===== config.mk =====
export PLATFORM = sky130hd
export DESIGN_NAME = fx_arb
export DESIGN_NICKNAME = d
export VERILOG_FILES = /design/src/rtl/fx_arb.sv
export SDC_FILE = /design/constraint.sdc
export NUM_CORES = 1
export LEC_CHECK = 0
export CORE_UTILIZATION = 30
export CTS_CLUSTER_DIAMETER = 80
export DETAILED_ROUTE_END_ITERATION = 7
export PLACE_DENSITY = 0.59
export SLEW_MARGIN = 20
export SYNTH_ARGS = -nofsm -noshare
export SYNTH_HDL_FRONTEND = slang
export SYNTH_SLANG_ARGS = --single-unit

===== constraint.sdc =====
create_clock -name clk_sys -period 1.6 [get_ports clk_sys]
set_input_delay 0.48 -clock clk_sys [delete_from_list [all_inputs] [get_ports clk_sys]]
set_output_delay 0.48 -clock clk_sys [all_outputs]
set_load 0.01 [all_outputs]

===== src/rtl/fx_arb.sv =====
// Two-port arbiter/sequencer for the config register file's fx bus.
// Round-robin between host port A and local port B, with a bounded B lock.
module fx_arb #(
    parameter int RD_LAT   = 1,
    parameter int LOCK_MAX = 16
) (
    input  logic        clk_sys,
    input  logic        rst_n,

    input  logic        a_req,
    input  logic        a_we,
    input  logic [21:0] a_addr,
    input  logic [7:0]  a_wdata,
    output logic        a_ack,
    output logic [7:0]  a_rdata,

    input  logic        b_req,
    input  logic        b_we,
    input  logic [21:0] b_addr,
    input  logic [7:0]  b_wdata,
    output logic        b_ack,
    output logic [7:0]  b_rdata,
    input  logic        b_lock,

    output logic [21:0] fx_waddr,
    output logic        fx_wr,
    output logic [7:0]  fx_data,
    output logic        fx_rd,
    output logic [21:0] fx_raddr,
    input  logic [7:0]  fx_q,

    output logic        busy,
    output logic        own_b
);

    typedef enum logic [2:0] {
        S_IDLE,
        S_WR,
        S_RD,
        S_RWAIT,
        S_RDONE
    } state_t;

    localparam logic [2:0] LAT_M1     = (RD_LAT > 0) ? 3'(RD_LAT - 1) : 3'd0;
    localparam logic [7:0] LOCK_LIMIT = 8'(LOCK_MAX);

    state_t      state_q,    state_d;
    logic [2:0]  wait_q,     wait_d;
    logic [7:0]  lock_cnt_q, lock_cnt_d;
    logic        last_b_q,   last_b_d;
    logic        own_b_q,    own_b_d;
    logic [21:0] fx_waddr_q, fx_waddr_d;
    logic [21:0] fx_raddr_q, fx_raddr_d;
    logic [7:0]  fx_data_q,  fx_data_d;
    logic        fx_wr_q,    fx_wr_d;
    logic        fx_rd_q,    fx_rd_d;
    logic        a_ack_q,    a_ack_d;
    logic        b_ack_q,    b_ack_d;
    logic [7:0]  a_rdata_q,  a_rdata_d;
    logic [7:0]  b_rdata_q,  b_rdata_d;
    logic        busy_q,     busy_d;

    logic        lock_ok;
    logic        grant_b;
    logic        win_we;
    logic        capture;
    logic        ack_any;

    always_comb begin
        // NOTE: every signal gets a default up front so no path can infer a latch.
        state_d    = state_q;
        wait_d     = wait_q;
        lock_cnt_d = lock_cnt_q;
        last_b_d   = last_b_q;
        own_b_d    = own_b_q;
        fx_waddr_d = fx_waddr_q;
        fx_raddr_d = fx_raddr_q;
        fx_data_d  = fx_data_q;
        a_rdata_d  = a_rdata_q;
        b_rdata_d  = b_rdata_q;
        grant_b    = 1'b0;
        win_we     = 1'b0;
        capture    = 1'b0;
        lock_ok    = last_b_q && b_lock && b_req && (lock_cnt_q < LOCK_LIMIT);

        case (state_q)
            S_IDLE: begin
                if (a_req || b_req) begin
                    // Tie goes to the port that did not own last, unless B's lock holds.
                    if (a_req && b_req) grant_b = lock_ok || !last_b_q;
                    else                grant_b = b_req;

                    win_we   = grant_b ? b_we : a_we;
                    last_b_d = grant_b;
                    own_b_d  = grant_b;

                    if (!grant_b)     lock_cnt_d = 8'd0;
                    else if (lock_ok) lock_cnt_d = lock_cnt_q + 8'd1;
                    else if (!b_lock) lock_cnt_d = 8'd0;

                    if (win_we) begin
                        fx_waddr_d = grant_b ? b_addr  : a_addr;
                        fx_data_d  = grant_b ? b_wdata : a_wdata;
                        state_d    = S_WR;
                    end else begin
                        fx_raddr_d = grant_b ? b_addr : a_addr;
                        state_d    = S_RD;
                    end
                end
            end
            S_WR: state_d = S_IDLE;
            S_RD: begin
                if (RD_LAT == 0) begin
                    capture = 1'b1;
                    state_d = S_RDONE;
                end else begin
                    wait_d  = LAT_M1;
                    state_d = S_RWAIT;
                end
            end
            S_RWAIT: begin
                if (wait_q == 3'd0) begin
                    capture = 1'b1;
                    state_d = S_RDONE;
                end else begin
                    wait_d = wait_q - 3'd1;
                end
            end
            S_RDONE: state_d = S_IDLE;
            default: state_d = S_IDLE;
        endcase

        // Read data lands in the owner's register on entry to RDONE, valid with its ack.
        if (capture) begin
            if (own_b_q) b_rdata_d = fx_q;
            else         a_rdata_d = fx_q;
        end

        ack_any = (state_d == S_WR) || (state_d == S_RDONE);
        a_ack_d = ack_any && !own_b_d;
        b_ack_d = ack_any &&  own_b_d;
        fx_wr_d = (state_d == S_WR);
        fx_rd_d = (state_d == S_RD);
        busy_d  = (state_d != S_IDLE);
    end

    // NOTE: reset is sampled on the clock edge; state uses non-blocking assignments only.
    always_ff @(posedge clk_sys) begin
        if (!rst_n) begin
            state_q    <= S_IDLE;
            wait_q     <= 3'd0;
            lock_cnt_q <= 8'd0;
            last_b_q   <= 1'b1;
            own_b_q    <= 1'b0;
            fx_waddr_q <= '0;
            fx_raddr_q <= '0;
            fx_data_q  <= '0;
            fx_wr_q    <= 1'b0;
            fx_rd_q    <= 1'b0;
            a_ack_q    <= 1'b0;
            b_ack_q    <= 1'b0;
            a_rdata_q  <= '0;
            b_rdata_q  <= '0;
            busy_q     <= 1'b0;
        end else begin
            state_q    <= state_d;
            wait_q     <= wait_d;
            lock_cnt_q <= lock_cnt_d;
            last_b_q   <= last_b_d;
            own_b_q    <= own_b_d;
            fx_waddr_q <= fx_waddr_d;
            fx_raddr_q <= fx_raddr_d;
            fx_data_q  <= fx_data_d;
            fx_wr_q    <= fx_wr_d;
            fx_rd_q    <= fx_rd_d;
            a_ack_q    <= a_ack_d;
            b_ack_q    <= b_ack_d;
            a_rdata_q  <= a_rdata_d;
            b_rdata_q  <= b_rdata_d;
            busy_q     <= busy_d;
        end
    end

    assign fx_waddr = fx_waddr_q;
    assign fx_raddr = fx_raddr_q;
    assign fx_data  = fx_data_q;
    assign fx_wr    = fx_wr_q;
    assign fx_rd    = fx_rd_q;
    assign a_ack    = a_ack_q;
    assign b_ack    = b_ack_q;
    assign a_rdata  = a_rdata_q;
    assign b_rdata  = b_rdata_q;
    assign busy     = busy_q;
    assign own_b    = own_b_q;

endmodule


# == Word-level counts from Yosys, hierarchy flattened ==
# Index checks and enable logic that the tools add are counted.
# classes
n_addsub,2
mul,0
div_mod_pow,0
n_lt_le_gt_ge,1
n_eq_ne,7
n_shift,0
muxes,19
bitwise,2
reduce_logical,22
# op_table
operator,count
8-bit two-way mux,4
22-bit two-way mux,1
"3-bit by 2-bit equality test with 1-bit output, second input constant",3
3-bit two-way mux,3
3-bit one-hot mux with 3 select lines,1
3-bit AND reduction,3
"8-bit by 1-bit adder with 8-bit output, second input constant",1
"8-bit by 5-bit < comparator with 1-bit output, second input constant",1
1-bit two-way mux,8
2-bit AND reduction,4
1-bit logical AND,6
3-bit zero test,2
3-bit one-hot mux with 2 select lines,1
"3-bit by 1-bit equality test with 1-bit output, second input constant",1
"3-bit equality test, second input constant",1
1-bit logical OR,3
"3-bit inequality test, second input constant",1
3-bit nonzero test,1
"3-bit by 1-bit subtractor with 3-bit output, second input constant",1
1-bit zero test,2
2-bit two-way mux,1
"2-bit inequality test, second input constant",1
1-bit NOT,2
2-bit nonzero test,1
# totals
ff_bits,89
latch_bits,0
ram_bits,0
romBits,0
inputBits,75
out_inout_bits,74
wordCells,68
mem_count,0

# == Logic depth before layout (Yosys ltp) ==
# depth
word_depth,14
mapped_depth,7
ltp_nobuf,6

# == Least setup slack after synthesis ==
# No wires, ideal clock.
# synth_timing
path_kind,input port to flip-flop
startpoint,input a_req
endpoint,"register fx_waddr_q[10], in the netlist fx_waddr[10]"
setup_time_ps,138
arrival_ps,1554
required_ps,1462
path_slack_ps,-92
stages,6
n_path_buf,2
cell_sequence,and2_1 -> buf_2 -> a21boi_2 -> o21ai_1 -> clkbuf_1 -> a211oi_1
# synth_between
elab_chain_len,6
word_cells_on_any_way,8
classes_between,mux: 5; reduce/logical: 3
# synth_rtl
element,line,source
from (decl),10,"input logic a_req,"
1-bit logical AND,90,if (a_req && b_req) grant_b = lock_ok || !last_b_q;
1-bit two-way mux,90,
1-bit two-way mux,88,if (a_req || b_req) begin
1-bit two-way mux,86,case (state_q)
1-bit two-way mux,93,win_we = grant_b ? b_we : a_we;
3-bit AND reduction (no source line),-,
to (signal assigned),171,fx_waddr_q <= fx_waddr_d;
to (decl),52,"logic [21:0] fx_waddr_q, fx_waddr_d;"
# Parallel ways exist; a longest one is shown, timed or not. The select of a mux whose other input is x is not followed.
# A chain may end at the register's enable or synchronous reset.

# == Final worst setup path ==
# layout_timing
startpoint,register last_b_q
endpoint,"register fx_data_q[5], in the netlist fx_data[5]"
# layout_between
elab_chain_len,9
word_cells_on_any_way,11
classes_between,mux: 5; reduce/logical: 6
# layout_rtl
element,line,source
from (decl),50,"logic last_b_q, last_b_d;"
from (signal assigned),169,last_b_q <= last_b_d;
1-bit logical AND (3 in series),84,lock_ok = last_b_q && b_lock && b_req && (lock_cnt_q < LOCK_LIMIT);
1-bit logical OR *,90,
1-bit two-way mux *,90,
1-bit two-way mux *,88,
1-bit two-way mux *,86,
1-bit two-way mux,93,
3-bit AND reduction (no source line),-,
to (signal assigned),173,fx_data_q <= fx_data_d;
to (decl),54,"logic [7:0] fx_data_q, fx_data_d;"
# Every way passes the cells marked *; elsewhere a longest branch is shown, timed or not. The select of a mux whose other input is x is not followed.

==> flow_summary.toml <==
[global_routing]
grt_pass1_vias = 5252
grt_usage = 0.229
grt_pass1_wl_mm = 28.3
antenna_found_initial = 0
grt_max_degree = 30
grt_overflow = 0

[yosys]
synth_nets = 590
synth_edf_count = 0
yosysWarnings = 0
ys_top_cells_by_count = "dfxtp_1 (89), or3_1 (39), clkbuf_1 (36), nor3b_1 (31), a31oi_1 (26)"
ys_seq_elements = 89
synthDistinctLibCells = 54
yosysTopAreaCellShare = 0.387
synth.area.top_cells = "dfxtp_1 (39%), or3_1 (5.3%), nor3b_1 (5.1%)"
synth_area_mm2 = 0.00460
yosysMostFrequentCell = "dfxtp_1"
async_flop_share = 0
ys.flop_type = "dfxtp_1"
synth_cells = 512
ys_seq_area_frac = 0.387
synth.avg_cell_area_um2 = 8.99
synth.largest_area_cell = "dfxtp_1"

[finish]
final-seq-area_mm2 = 0.00179
fin_nets = 808
n_antenna_cell = 0
area_growth_pct = 85.5
fillers = 1245
multi_input_area_mm2 = 0.00334
drive_gt1_frac = 0.346
fin_util = 0.579

[worst_setup_path]
worst_ep_arrival_time_ns = 2.06
timing.rr.start = "last_b_q"
r2r_cells = 7
end_kind = "flip-flop"
cp.required_ns = 1.85
start_kind = "flip-flop"
reg2reg_to = "fx_data[5]"
critPathMaxFanout = 4
startpoint = "last_b_q"
regToRegSetupSlack_ns = -0.21
cp-endpoint = "fx_data[5]"
criticalPathCategory = "reg2reg"

[floorplanning]
rows = 44
die_w_um = 126
start_util = 0.312
core_area_mm2 = 0.0148
die_area_mm2 = 0.0158
ios = 149
dieHeight_um = 126

[sta]
min_period_over_period = 1.13
worst_pin_slew_ns = 0.334
hold_violations = 0
finalClockSkew_ns = 0.00538
max_freq_mhz = 554
setup_ws_ns = -0.206
tns_ns = -7.81
timing.final.crit_period_ns = 1.81
setup_viol = 63
relSlewSlack = 0.775
rsz0062_at_grt = "true"
final_max_slew_viol_count = 0

[placed_design]
placement.io_buffers = 148
place.gp.congestion = 0.827
hpwl_mm = 11.5

[power]
power.leakage_uw = 0.00356
powerDensity_mw_per_mm2 = 985
irDropWorstVdd_mv = 0.582

[route]
routed_via_density = 5.72
dr.pass1.iters = 5
dr.first_iter.drc_count = 286
postRouteAntennaNets = 0
vias = 5258
finalWirelength_mm = 19.1
drc = 0
wl_per_cell_um = 20.8

[outcome]
status = "finished, violations left"
violations = "negative setup slack"

[clock_network]
cts_root_buf = "clkbuf_16"
numClockSinks = 89
cts_tree = "done"
clk_path_buf_depth = 2
insertion_delay_ns = 0.35
htree_levels = 3
cts_hold_buf = 0
cts_buffers = 9
clkSlewWorstSetupHoldPaths_ns = 0.07

[hold_path]
min_path_type = "reg2reg"

[flow_run]
maxCapViolCount = 0
-- power by group --
group          internal [uW]  switching, uW  leakage [uW]
logic                   1870           1680       0.00268
clock network           1220            975      0.000146
registers               2490            180      0.000733
total                   5580           2830       0.00356
-- worst max-delay path: stages (launching register included) --
cell      delay (ns)
dfxtp_2         0.34
or3b_4          0.42
o22ai_4         0.17
buf_6           0.17
buf_8           0.14
buf_6           0.10
nand3_4         0.11
a311oi_2        0.25
-- worst min-delay path by stage --
stage	start	to	slack, ns	depth (start not counted)
2_1_floorplan	lock_cnt_q[6]	lock_cnt_q[6]	0.44	2
3_3_place_gp	b_rdata[2]	b_rdata[2]	0.45	2
3_5_place_dp	b_rdata[3]	b_rdata[3]	0.45	2
4_1_cts	b_rdata[7]	b_rdata[7]	0.46	2
5_1_grt	b_rdata[7]	b_rdata[7]	0.48	2
6_report	b_rdata[7]	b_rdata[7]	0.46	2
-- logic make-up (layout without fill, tap and decap cells) --
| kind of cell | Yosys count | after routing | synth area share |
|---|---|---|---|
| muxes | 9 | 9 | 0.0196 |
| and+or+nand+nor | 178 | 179 | 0.249 |
| adders and majority gates | 3 | 3 | 0.00815 |
| AOI/OAI and AO/OA | 164 | 164 | 0.271 |
| buffers and inverters | 69 | 291 | 0.0652 |
| DFF | 89 | 89 | 0.387 |
-- area by class of cell --
class,instances,area share
inverter,15,0.00659
tap,184,0.0270
sequential,89,0.210
clock inverter,7,0.00952
multi-input combinational,355,0.391
clock buffer,9,0.0264
timing repair buffer,260,0.330
-- stage by stage --
step | total power [uW] | area, um^2 | instances | hold slack, ns | setup WS (ns)
final | 8410 | 8540 | 919 | 0.458 | -0.206
after detailed placement | 5230 | 6780 | 857 | 0.455 | -0.883
after floorplan | 3910 | 4660 | 512 | 0.443 | -0.0493
after CTS | 7970 | 8020 | 909 | 0.462 | -0.160
after global routing | 8740 | 8540 | 919 | 0.477 | -0.256
after global placement | 5190 | 6780 | 857 | 0.450 | -0.775
-- cells in the final DEF (no fill, tap or decap), drive strengths merged, types with 3 or more instances in the layout --
master         instances
and3                   3
o211a                 21
ha                     3
o41ai                 22
mux2i                  9
buf                  110
clkinv                 6
a311oi                 8
dlygate4sd2           76
clkbuf                13
inv                   14
nand2b                 3
dfxtp                 89
nor2                  17
nand3                 17
o21ai                  6
a21oi                 18
clkdlybuf4s50         68
nand2                 11
o31ai                 11
a31oi                 26
a211oi                24
nor3b                 31
or4                   25
or3                   45
nor3                  10
o21a                  21
-- repair_timing --
action | 4_1_cts | 5_1_grt
buffers inserted | 25 | 10
pin swaps | 55 | 40
endpoints found under the setup margin | 142 | 77
cloned | 12 | 5
resized for setup | 197 | 68
-- per-layer routing --
layer,part of all wire,up-vias,track usage
met5,0,-,0
met4,0.030,0,0.111
met3,0.046,41,0.0319
met2,0.51,184,0.389
met1,0.42,2593,0.284
li1,-,2440,-
-- flip-flops by register name, indices dropped and copies added (netlist names) --
name and flops:
own_b 1, b_ack 1, state_q 3, fx_rd 1, a_rdata 8, lock_cnt_q 8
busy 1, fx_waddr 22, fx_raddr 22, fx_data 8, fx_wr 1, a_ack 1
b_rdata 8, wait_q 3, last_b_q 1
Power figures use the tool's default switching activity.
